===== config.mk =====
export PLATFORM = sky130hd
export DESIGN_NAME = uart_tx_feeder
export DESIGN_NICKNAME = d
export VERILOG_FILES = /design/src/rtl/uart_tx_feeder.sv
export SDC_FILE = /design/constraint.sdc
export NUM_CORES = 1
export LEC_CHECK = 0
export BUFFER_PORTS_ARGS = -buffer_cell sky130_fd_sc_hd__clkbuf_2
export CAP_MARGIN = 20
export CORE_ASPECT_RATIO = 0.9
export CORE_MARGIN = 5
export CORE_UTILIZATION = 52
export CTS_CLUSTER_DIAMETER = 100
export DETAILED_ROUTE_END_ITERATION = 16
export HOLD_SLACK_MARGIN = 0.12
export PLACE_DENSITY = 0.73
export SLEW_MARGIN = 40
export SYNTH_ARGS = -nofsm -noshare
export SYNTH_HDL_FRONTEND = slang
export SYNTH_SLANG_ARGS = --single-unit
export TNS_END_PERCENT = 100

===== constraint.sdc =====
create_clock -name clk -period 2.5 [get_ports clk]
set_input_delay 0.125 -clock clk [delete_from_list [all_inputs] [get_ports clk]]
set_output_delay 0.125 -clock clk [all_outputs]
set_load 0.01 [all_outputs]

===== src/rtl/uart_tx_feeder.sv =====
// Byte FIFO in front of the memory-mapped UART. For each queued byte it writes TDR,
// sets CTRL[0], then polls STAT[1] through the frame, so the core only ever pushes.
`timescale 1ns/1ps

`ifndef UART_MUX_CTRL
`define UART_MUX_CTRL 3'd0
`endif
`ifndef UART_MUX_STAT
`define UART_MUX_STAT 3'd1
`endif
`ifndef UART_MUX_TDR
`define UART_MUX_TDR 3'd2
`endif
`ifndef UART_MUX_RDR
`define UART_MUX_RDR 3'd3
`endif
`ifndef UART_MUX_BAUD
`define UART_MUX_BAUD 3'd4
`endif

module uart_tx_feeder #(
   parameter int DEPTH         = 16,
   parameter int START_TIMEOUT = 64
) (
   input  logic                   clk,
   input  logic                   rst,
   input  logic                   push,
   input  logic [7:0]             din,
   output logic                   full,
   output logic                   empty,
   output logic [$clog2(DEPTH):0] count,
   output logic                   busy,
   output logic                   err,
   output logic                   uart_we,
   output logic [2:0]             uart_reg_num,
   output logic [31:0]            uart_wd,
   input  logic [31:0]            uart_rd
);
   localparam int AW = $clog2(DEPTH);
   localparam int CW = AW + 1;
   localparam int PW = $clog2(START_TIMEOUT + 1);
   localparam logic [CW-1:0] FULL_CNT  = CW'(DEPTH);
   localparam logic [PW-1:0] POLL_LAST = PW'(START_TIMEOUT - 1);

   typedef enum logic [2:0] {IDLE, WR_TDR, WR_CTRL, WAIT_START, WAIT_DONE} state_t;

   state_t        state_q, state_d;
   logic [7:0]    fifo_mem [DEPTH];
   logic [AW-1:0] wr_ptr_q, rd_ptr_q;
   logic [CW-1:0] count_q, count_d;
   logic [PW-1:0] poll_q, poll_d;
   logic          skip_q;
   logic          err_q, err_d;
   logic          we_q, we_d;
   logic [2:0]    reg_num_q, reg_num_d;
   logic [31:0]   wd_q, wd_d;
   logic          push_ok, pop;
   logic          unused_rd;

   assign push_ok   = push && (count_q != FULL_CNT);
   assign unused_rd = ^{uart_rd[31:2], uart_rd[0]};

   always_comb begin
      state_d = state_q;
      poll_d  = poll_q;
      err_d   = err_q;
      pop     = 1'b0;
      case (state_q)
         IDLE: begin
            if (count_q != '0) begin
               pop     = 1'b1;
               state_d = WR_TDR;
            end
         end
         WR_TDR:  state_d = WR_CTRL;
         WR_CTRL: begin
            state_d = WAIT_START;
            poll_d  = '0;
         end
         // skip_q marks the first cycle of a poll state, where uart_rd still holds the
         // answer to whatever register was addressed before STAT.
         WAIT_START: begin
            poll_d = poll_q + 1'b1;
            if (!skip_q && uart_rd[1]) begin
               state_d = WAIT_DONE;
            end else if (poll_q == POLL_LAST) begin
               err_d   = 1'b1;
               state_d = IDLE;
            end
         end
         WAIT_DONE: begin
            if (!skip_q && !uart_rd[1]) state_d = IDLE;
         end
         default: state_d = IDLE;
      endcase
   end

   // Register-port values are decoded from the next state so the registered outputs line up with the state.
   always_comb begin
      we_d      = 1'b0;
      reg_num_d = `UART_MUX_STAT;
      wd_d      = '0;
      case (state_d)
         WR_TDR: begin
            we_d      = 1'b1;
            reg_num_d = `UART_MUX_TDR;
            wd_d      = {24'h0, fifo_mem[rd_ptr_q]};
         end
         WR_CTRL: begin
            we_d      = 1'b1;
            reg_num_d = `UART_MUX_CTRL;
            wd_d      = 32'h1;
         end
         default: ;
      endcase
   end

   always_comb begin
      count_d = count_q;
      if (push_ok && !pop) begin
         count_d = count_q + 1'b1;
      end else if (!push_ok && pop) begin
         count_d = count_q - 1'b1;
      end
   end

   always_ff @(posedge clk) begin
      if (push_ok) fifo_mem[wr_ptr_q] <= din;
   end

   always_ff @(posedge clk) begin
      if (rst) begin
         state_q   <= IDLE;
         wr_ptr_q  <= '0;
         rd_ptr_q  <= '0;
         count_q   <= '0;
         poll_q    <= '0;
         skip_q    <= 1'b0;
         err_q     <= 1'b0;
         we_q      <= 1'b0;
         reg_num_q <= `UART_MUX_STAT;
         wd_q      <= '0;
      end else begin
         state_q   <= state_d;
         count_q   <= count_d;
         poll_q    <= poll_d;
         skip_q    <= (state_d != state_q);
         err_q     <= err_d;
         we_q      <= we_d;
         reg_num_q <= reg_num_d;
         wd_q      <= wd_d;
         if (push_ok) wr_ptr_q <= wr_ptr_q + 1'b1;
         if (pop)     rd_ptr_q <= rd_ptr_q + 1'b1;
      end
   end

   assign count        = count_q;
   assign full         = (count_q == FULL_CNT);
   assign empty        = (count_q == '0);
   assign busy         = (state_q != IDLE);
   assign err          = err_q;
   assign uart_we      = we_q;
   assign uart_reg_num = reg_num_q;
   assign uart_wd      = wd_q;
endmodule

* Yosys cells after proc, flatten, opt, wreduce, memory -nomap -nowiden
Memory sizes are Yosys's and may differ from the RTL's. A register that Yosys moved wholly into a read port is not among the register bits.
Index checks and enable logic that the tools add are counted.
** Storage, ports and cells
- Register bits after elaboration :: 61
- Bits in writable memories :: 128
- Input bits :: 43
- Output and inout bits :: 45
- Memories :: 1
** Memories
- fifo_mem :: depth 16, bits a word 8, rd ports 1, clocked after Yosys merged registers in 1, wr ports 1, line 48 : logic [7:0] fifo_mem [DEPTH];
** Cells by class
- Add/subtract/negate cells :: 5
- Equal/unequal tests :: 10
- Muxes and demuxes :: 17
- Bitwise gates (word level) :: 1
- Reduce and logical (&&, ||, !) cells :: 17
** Operators with widths (count)
- $pmux W8 S2 :: 1
- $pmux W3 S5 :: 1
- $pmux W7 S2 :: 1
- $mux W3 :: 4
- $mux W5 :: 2
- $eq A3 B2 Y1 const B :: 3
- $add A4 B1 Y4 const B :: 2
- $mux W4 :: 2
- $add A7 B1 Y7 const B :: 1
- $eq A7 B6 Y1 const B :: 1
- $eq A3 B1 Y1 const B :: 2
- $add A5 B1 Y5 const B :: 1
- $eq A5 B5 Y1 const B :: 1
- $logic_and A1 B1 Y1 :: 5
- $logic_not A5 Y1 :: 1
- $mux W1 :: 5
- $ne A5 B5 Y1 const B :: 1
- $reduce_bool A5 Y1 :: 1
- $sub A5 B1 Y5 const B :: 1
- $logic_not A1 Y1 :: 4
- $pmux W2 S2 :: 1
- $reduce_bool A2 Y1 :: 2
- $eq A3 B3 Y1 const B :: 1
- $logic_not A3 Y1 :: 1
- other kinds (5) :: 5

* Longest topological paths before layout
Gate-level depths: netlist (run 1).
- Depth after elaboration :: 7
- Depth in mapped cells :: 10

* Worst setup path before layout (run 1)
OpenSTA, ideal clock, no wires.
- Path type :: reg-to-reg
- Start point :: register count_q[2], in the netlist count[2]
- End point :: register count_q[4], in the netlist count[4]
- Library setup time :: 0.121 ns
- Arrival :: 2.716 ns
- Required time :: 2.379 ns
- Path slack :: -0.336 ns
- Stages on the path, launching flop included :: 11
- Clock period less this slack :: 2.836 ns
- Path through :: dfxtp_1 -> or4_1 -> buf_2 -> o21ai_4 -> ha_1 -> inv_1 -> fa_1 -> a21o_1 -> a21oi_1 -> mux2i_1 -> mux2_2
** On the way
- Word-level cells in the longest chain between the ends :: 6
- Elaborated cells between the ends (all ways) :: 14
** RTL lines
- start, declared :: line 50 : logic [CW-1:0] count_q, count_d;
- start signal, assigned :: line 145 : count_q <= count_d;
- branches (longest 6 deep; another with $sub A5 B1 Y5)
Parallel ways; which one is timed is not known. The select of a mux whose other input is x is not followed.
A chain may end at the register's enable or synchronous reset.

* Final worst setup path (run 1)
Same ends and word-level chain as after synthesis.

==> qor.txt, run 1 <==
==============================================================================
Worst Setup Path Type                                             flop to flop
Seq pwr share                                                            0.434
Post-layout net count                                                      551
DRT Pass-1 Iters                                                             6
Number of buffers created by CTS                                            17
Setup Skew                                                             12.8 ps
Design Area, Final                                                 0.00801 mm²
Synthesis Warnings                                                           0
Async SR Flop Fraction                                                       0
Sequential-to-total area share from yosys stat                           0.663
Drt via density                                                           5.55
Ratio of cells with drive above 1 in the final layout                    0.288
Number of global-route vias before repair                                 3875
Time the final worst path needs with I/O delays and setup              2560 ps
Share of the clock period used by the worst path after layout             1.03
Area inside the core boundary                                       0.0133 mm²
I/O pin count                                                               88
Antenna Nets Post-Route                                                      0
Kind of start point of the critical path                                  flop
DRC viols                                                                    0
Die Wd                                                                  132 µm
CTS H-Tree Depth                                                             4
Via count                                                                 3766
Pwr/cell area                                                       977 mW/mm²
Synthesized netlist cell count                                             448
Ant. Diodes                                                                  0
Commonest cells after routing, fill and taps aside                sky130_fd_sc_hd__edfxtp_1, sky130_fd_sc_hd__dfxtp_1, sky130_fd_sc_hd__nor2_1
Ys flop type                                                      sky130_fd_sc_hd__edfxtp_1
Area after DPL                                                     0.00735 mm²
Overall routing resource usage                                           0.171
Commonest non-fill, non-tap cell in the layout                    sky130_fd_sc_hd__edfxtp_1
Setup ws final                                                        -64.9 ps
Leakage Power                                                          2.76 nW
Synthesis-to-layout area growth                                          14.3%
Slew at the pin with the worst max-slew slack                           809 ps
Setup repair after global routing missed its margin                       true
Number of violations of the max-capacitance limit                            0
Unique cell type count in the Yosys netlist                                 56
Buffers added on ports                                                      31
Die area                                                            0.0159 mm²
Comb pwr share                                                           0.236
EDFF count, synth                                                          128
Antenna violations before repair                                             0
Violations in the final reports                                   negative setup slack
Clock transition at the registers of the reported paths                  60 ps
Worst path required time                                               2800 ps
GRT overflow                                                                 0
# rows                                                                      40
Flop and latch count out of synthesis                                      168
CP Capture Type                                                           flop
Half-perimeter wire length after detailed placement                    8350 µm
Fill cell total of the finished layout                                     942
Peak clock frequency supported by timing                             0.390 GHz
Cell type contributing the most total cell area after synthesis   sky130_fd_sc_hd__edfxtp_1
Outcome                                                           finished with violations
Worst vdd ir                                                        0.000697 V
Post-Synthesis Mean Instance Area                                     15.6 µm²
Global-route wire length before repair                                20900 µm
Mapped cell area                                                   0.00701 mm²
FF-to-FF setup slack                                                    -60 ps
Core occupancy in the finished layout                                    0.604
Worst hold path type                                              input port to flop
Count of clock tree sinks                                                  168
Area share of the largest cell type after synthesis                      0.548
Clock latency reported for the late side of the worst-skew pair         420 ps
Number of buffers inserted by post-CTS setup repair                          0
Average detailed-routed wire length per instance                       19.0 µm
Die Y-Extent                                                            120 µm
Reported net switching power                                         0.00218 W
Fin. max-slew vios                                                           0
Worst-path fanout max                                                        3
Slew Limit Headroom                                                      0.459
Final wirelength                                                      12900 µm
Sw Ratio                                                                 0.279
Share of total power in the clock network                                0.330
Final Setup Violations                                                       1
Worst Path Arrival                                                     2870 ps
Largest net degree at the start of global routing                           35
Effective utilization at floorplan                                       0.528
Hold Violations, Final                                                       0
DR iter-0 viols                                                            348
Library cell used as clock root buffer                            sky130_fd_sc_hd__clkbuf_16
Placer's final routability congestion estimate                           0.850
Cell types occupying the most area after synthesis                sky130_fd_sc_hd__edfxtp_1, sky130_fd_sc_hd__dfxtp_1, sky130_fd_sc_hd__mux4_2
CTS max path bufs                                                            2
Int Pwr                                                              0.00564 W
Clock tree from TritonCTS                                                 done
==============================================================================
critical path: stages (launching register included):
cell and delay (ps):
sky130_fd_sc_hd__dfxtp_2 320, sky130_fd_sc_hd__or4_4 540, sky130_fd_sc_hd__o21ai_4 170, sky130_fd_sc_hd__ha_4 160, sky130_fd_sc_hd__inv_2 50, sky130_fd_sc_hd__fa_2 350
sky130_fd_sc_hd__a21o_1 180, sky130_fd_sc_hd__a21oi_2 150, sky130_fd_sc_hd__mux2i_1 210, sky130_fd_sc_hd__mux2_2 340
layer usage:
layer  vias up  GRT usage  wire, µm
li1       1752          -         -
met1      1891      0.234      5430
met5         -          0         0
met3         7     0.0511       975
met2       116      0.268      6360
met4         0     0.0477       132
through the flow:
step | TNS, ps | worst slack (ps) | total power, W | hold WS, ps | std cells
after floorplan | -217 | -217 | 0.00472 | 224 | 472
after global placement | -87.8 | -87.8 | 0.00520 | 452 | 644
after detailed placement | -169 | -149 | 0.00525 | 453 | 644
after CTS | -74.5 | -74.5 | 0.00787 | 128 | 678
after global routing | -165 | -165 | 0.00821 | 154 | 678
final | -64.9 | -64.9 | 0.00782 | 127 | 678
cell type report:
type / count / area [µm²] / share of cell area
Inverter: 6 / 22.5 / 0.00281
Clock inverter: 11 / 109 / 0.0136
Tap cell: 168 / 210 / 0.0262
Sequential cell: 168 / 4650 / 0.581
Multi-Input combinational cell: 247 / 2140 / 0.268
Clock buffer: 21 / 493 / 0.0616
Timing Repair Buffer: 57 / 380 / 0.0475
power by group through the flow:
stage,Clock (W),Combinational (W),Sequential (W)
after global routing,0.00275,0.00203,0.00343
after floorplan,0,0.00132,0.00340
final,0.00258,0.00185,0.00339
after detailed placement,0,0.00180,0.00346
after CTS,0.00262,0.00185,0.00340
after global placement,0,0.00176,0.00344
sequential cells by signal, summed over array words and instances, names as in the netlist, named ones only:
| name | cells |
|---|---|
| fifo_mem | 128 |
| uart_wd | 8 |
| poll_q | 7 |
| count | 5 |
| rd_ptr_q | 4 |
| wr_ptr_q | 4 |
| state_q | 3 |
| uart_reg_num | 2 |
| err | 1 |
| skip_q | 1 |
| uart_we | 1 |
path summary, 6_finish.rpt:
check                        startpoint                       end  cells past startpoint
setup reg to reg  count[2]$_SDFFE_PP0P_     count[4]$_SDFFE_PP0P_                      9
hold / removal                   din[2]  fifo_mem[3][2]$_DFFE_PP_                      1
hold reg to reg        err$_SDFFE_PP0P_          err$_SDFFE_PP0P_                      2
setup / recovery  count[2]$_SDFFE_PP0P_     count[4]$_SDFFE_PP0P_                      9
logic make-up (layout without fill, tap and decap cells):
kind of cell / count (synthesis) / in the layout / share of synthesized area
DFF: 168 / 168 / 0.663
buffers and inverters: 57 / 95 / 0.0512
muxes: 48 / 48 / 0.123
other: 1 / 25 / 0.000535
adders and majority gates: 11 / 11 / 0.0207
xor gates and xnor gates: 9 / 9 / 0.0112
AOI/OAI and AO/OA: 59 / 59 / 0.0628
and+or+nand+nor: 95 / 95 / 0.0680
timing repair:
item                                    4_1_cts  5_1_grt
hold endpoints to repair                      5        0
cloned                                        0        0
endpoints found under the setup margin        2        2
hold buffers                                  2        0
gates resized for setup                       2        1
cells in the mapped netlist, drive strengths merged (2+ instances only):
cell / instances
o211ai: 3
nor2b: 9
a21oi: 13
nand3b: 4
xnor2: 3
ha: 10
mux4: 30
clkbuf: 8
a21o: 3
buf: 43
a31oi: 3
or4: 2
a21boi: 2
o21ai: 9
mux2i: 15
mux2: 3
dfxtp: 40
nor3: 7
o21a: 2
edfxtp: 128
inv: 6
nand3: 4
nor2: 44
nand2: 11
xor2: 6
nor4: 3
nand2b: 7
a211oi: 15
Note: power is estimated with default switching activity, not from simulation.
==> run 2, diff against run 1 <==
--- a/config.mk
+++ b/config.mk
@@ -13,7 +13,7 @@
 export CTS_CLUSTER_DIAMETER = 100
 export DETAILED_ROUTE_END_ITERATION = 16
 export HOLD_SLACK_MARGIN = 0.12
-export PLACE_DENSITY = 0.73
+export PLACE_DENSITY_LB_ADDON = 0.1
 export SLEW_MARGIN = 40
 export SYNTH_ARGS = -nofsm -noshare
 export SYNTH_HDL_FRONTEND = slang
==> qor.txt, run 2 (same netlist as run 1, synthesis figures left out) <==
==============================================================================
DRT Pass-1 Iters                                                             5   was 6
Slew Limit Headroom                                                      0.518   was 0.459
Commonest cells after routing, fill and taps aside                sky130_fd_sc_hd__edfxtp_1, sky130_fd_sc_hd__dfxtp_1, sky130_fd_sc_hd__nor2_1   unchanged
Clock tree from TritonCTS                                                 done   unchanged
Overall routing resource usage                                           0.177   was 0.171
Kind of start point of the critical path                                  flop   unchanged
Share of the clock period used by the worst path after layout             1.02   was 1.03
CP Capture Type                                                           flop   unchanged
Worst Setup Path Type                                             flop to flop   unchanged
Number of buffers inserted by post-CTS setup repair                          0   unchanged
Pre-CTS WS                                                             -154 ps   was -149 ps
Final Setup Violations                                                       1   unchanged
Largest net degree at the start of global routing                           27   was 35
Ratio of cells with drive above 1 in the final layout                    0.293   was 0.288
Setup Skew                                                             7.95 ps   was 12.8 ps
Peak clock frequency supported by timing                             0.391 GHz   was 0.390 GHz
DR iter-0 viols                                                            380   was 348
Count of clock tree sinks                                                  168   unchanged
Fin. max-slew vios                                                           0   unchanged
Die Y-Extent                                                            120 µm   unchanged
Hold Violations, Final                                                       0   unchanged
Area inside the core boundary                                       0.0133 mm²   unchanged
Leakage Power                                                          2.80 nW   was 2.76 nW
Slew at the pin with the worst max-slew slack                           722 ps   was 809 ps
Synthesis-to-layout area growth                                          15.0%   was 14.3%
Setup repair after global routing missed its margin                       true   unchanged
Area after DPL                                                     0.00742 mm²   was 0.00735 mm²
Drt via density                                                           5.45   was 5.55
Antenna Nets Post-Route                                                      0   unchanged
Worst path required time                                               2810 ps   was 2800 ps
CTS max path bufs                                                            2   unchanged
Average detailed-routed wire length per instance                       19.5 µm   was 19.0 µm
Design Area, Final                                                 0.00806 mm²   was 0.00801 mm²
Pwr/cell area                                                       983 mW/mm²   was 977 mW/mm²
Post-layout net count                                                      559   was 551
CTS H-Tree Depth                                                             4   unchanged
Effective utilization at floorplan                                       0.528   unchanged
Setup ws final                                                        -59.3 ps   was -64.9 ps
Time the final worst path needs with I/O delays and setup              2560 ps   about the same
Commonest non-fill, non-tap cell in the layout                    sky130_fd_sc_hd__edfxtp_1   unchanged
Violations in the final reports                                   negative setup slack   unchanged
Largest register FFs                                                       128   unchanged
GRT overflow                                                                 0   unchanged
Half-perimeter wire length after detailed placement                    8650 µm   was 8350 µm
Ant. Diodes                                                                  0   unchanged
Library cell used as clock root buffer                            sky130_fd_sc_hd__clkbuf_16   unchanged
# rows                                                                      40   unchanged
Buffers added on ports                                                      31   unchanged
Top register by number of flip-flops                                  fifo_mem   unchanged
Die area                                                            0.0159 mm²   unchanged
Placer's final routability congestion estimate                           0.784   was 0.850
Antenna violations before repair                                             0   unchanged
Clock transition at the registers of the reported paths                  60 ps   about the same
Number of global-route vias before repair                                 3697   was 3875
Die Wd                                                                  132 µm   unchanged
Number of buffers created by CTS                                            17   unchanged
Global-route wire length before repair                                20900 µm   about the same
Worst Path Arrival                                                     2870 ps   about the same
Worst vdd ir                                                        0.000536 V   was 0.000697 V
Via count                                                                 3738   was 3766
I/O pin count                                                               88   unchanged
DRC viols                                                                    0   unchanged
Clock latency reported for the late side of the worst-skew pair         430 ps   was 420 ps
Worst-path fanout max                                                        5   was 3
Number of violations of the max-capacitance limit                            0   unchanged
Final wirelength                                                      13400 µm   was 12900 µm
Worst hold path type                                              input port to flop   unchanged
Outcome                                                           finished with violations   unchanged
==============================================================================
[run 2: cell types whose count changed in the layout (fill, tap and decap cells not counted), moves of 2 or more]
| cell | delta |
|---|---|
| sky130_fd_sc_hd__buf_4 | +10 |
| sky130_fd_sc_hd__clkinv_1 | +2 |
| sky130_fd_sc_hd__bufinv_16 | +3 |
| sky130_fd_sc_hd__inv_6 | -2 |
| sky130_fd_sc_hd__clkbuf_16 | -2 |
[run 2: worst paths after layout]
path | from | to | slack [ps] | cells past startpoint
min reg2reg | err$_SDFFE_PP0P_ | err$_SDFFE_PP0P_ | 470 | 2
min | push | wr_ptr_q[2]$_SDFFE_PP0P_ | 130 | 4
max | count[2]$_SDFFE_PP0P_ | count[4]$_SDFFE_PP0P_ | -60 | 9
max reg2reg | count[2]$_SDFFE_PP0P_ | count[4]$_SDFFE_PP0P_ | -60 | 9
[run 2: cell type report]
| type | count | area (µm²) |
|---|---|---|
| fill | 996 | 5200 |
| timing repair buffer | 65 | 425 |
| clock inverter | 13 | 178 |
| clock buffer | 19 | 433 |
| multi-input combinational | 247 | 2140 |
| tap | 168 | 210 |
| sequential | 168 | 4650 |
| inverter | 6 | 25.0 |
[run 2: layer usage]
metal / part of all wire / vias up / wire length (µm) / track usage
met5: 0 / - / 0 / 0
met4: 0.0087 / 0 / 117 / 0.0687
li1: - / 1773 / - / -
met1: 0.48 / 1846 / 6410 / 0.258
met3: 0.054 / 12 / 718 / 0.0474
met2: 0.46 / 107 / 6120 / 0.254
[run 2: metrics by stage]
step,hold slack (ps),std cells,TNS (ps),total power (W),utilization
after floorplan,224,472,-217,0.00472,-
after global placement,453,653,-105,0.00523,0.558
after detailed placement,460,653,-154,0.00526,0.560
after CTS,121,686,-77.1,0.00798,0.608
after global routing,145,686,-142,0.00832,0.608
final,133,686,-59.3,0.00792,0.608
[run 2: critical path, cell delays in order, from the launching register on]
cell and delay [ps]:
sky130_fd_sc_hd__dfxtp_2 320, sky130_fd_sc_hd__or4_4 550, sky130_fd_sc_hd__o21ai_4 170, sky130_fd_sc_hd__ha_4 170
sky130_fd_sc_hd__inv_4 50, sky130_fd_sc_hd__fa_2 340, sky130_fd_sc_hd__a21o_1 180, sky130_fd_sc_hd__a21oi_2 140
sky130_fd_sc_hd__mux2i_1 200, sky130_fd_sc_hd__mux2_2 340
[run 2: power by group]
group | switching, W | internal (W) | total [W] | leakage, nW
combinational | 0.000950 | 0.000916 | 0.00187 | 1.03
clock | 0.00104 | 0.00166 | 0.00270 | 0.290
sequential | 0.000147 | 0.00321 | 0.00336 | 1.48
[run 2: what timing repair did]
action / CTS / global route
gates resized for setup: 3 / 0
hold buffers: 1 / 0
pin swaps: 0 / 0
hold endpoints to repair: 2 / 0
setup endpoints to repair: 1 / 1
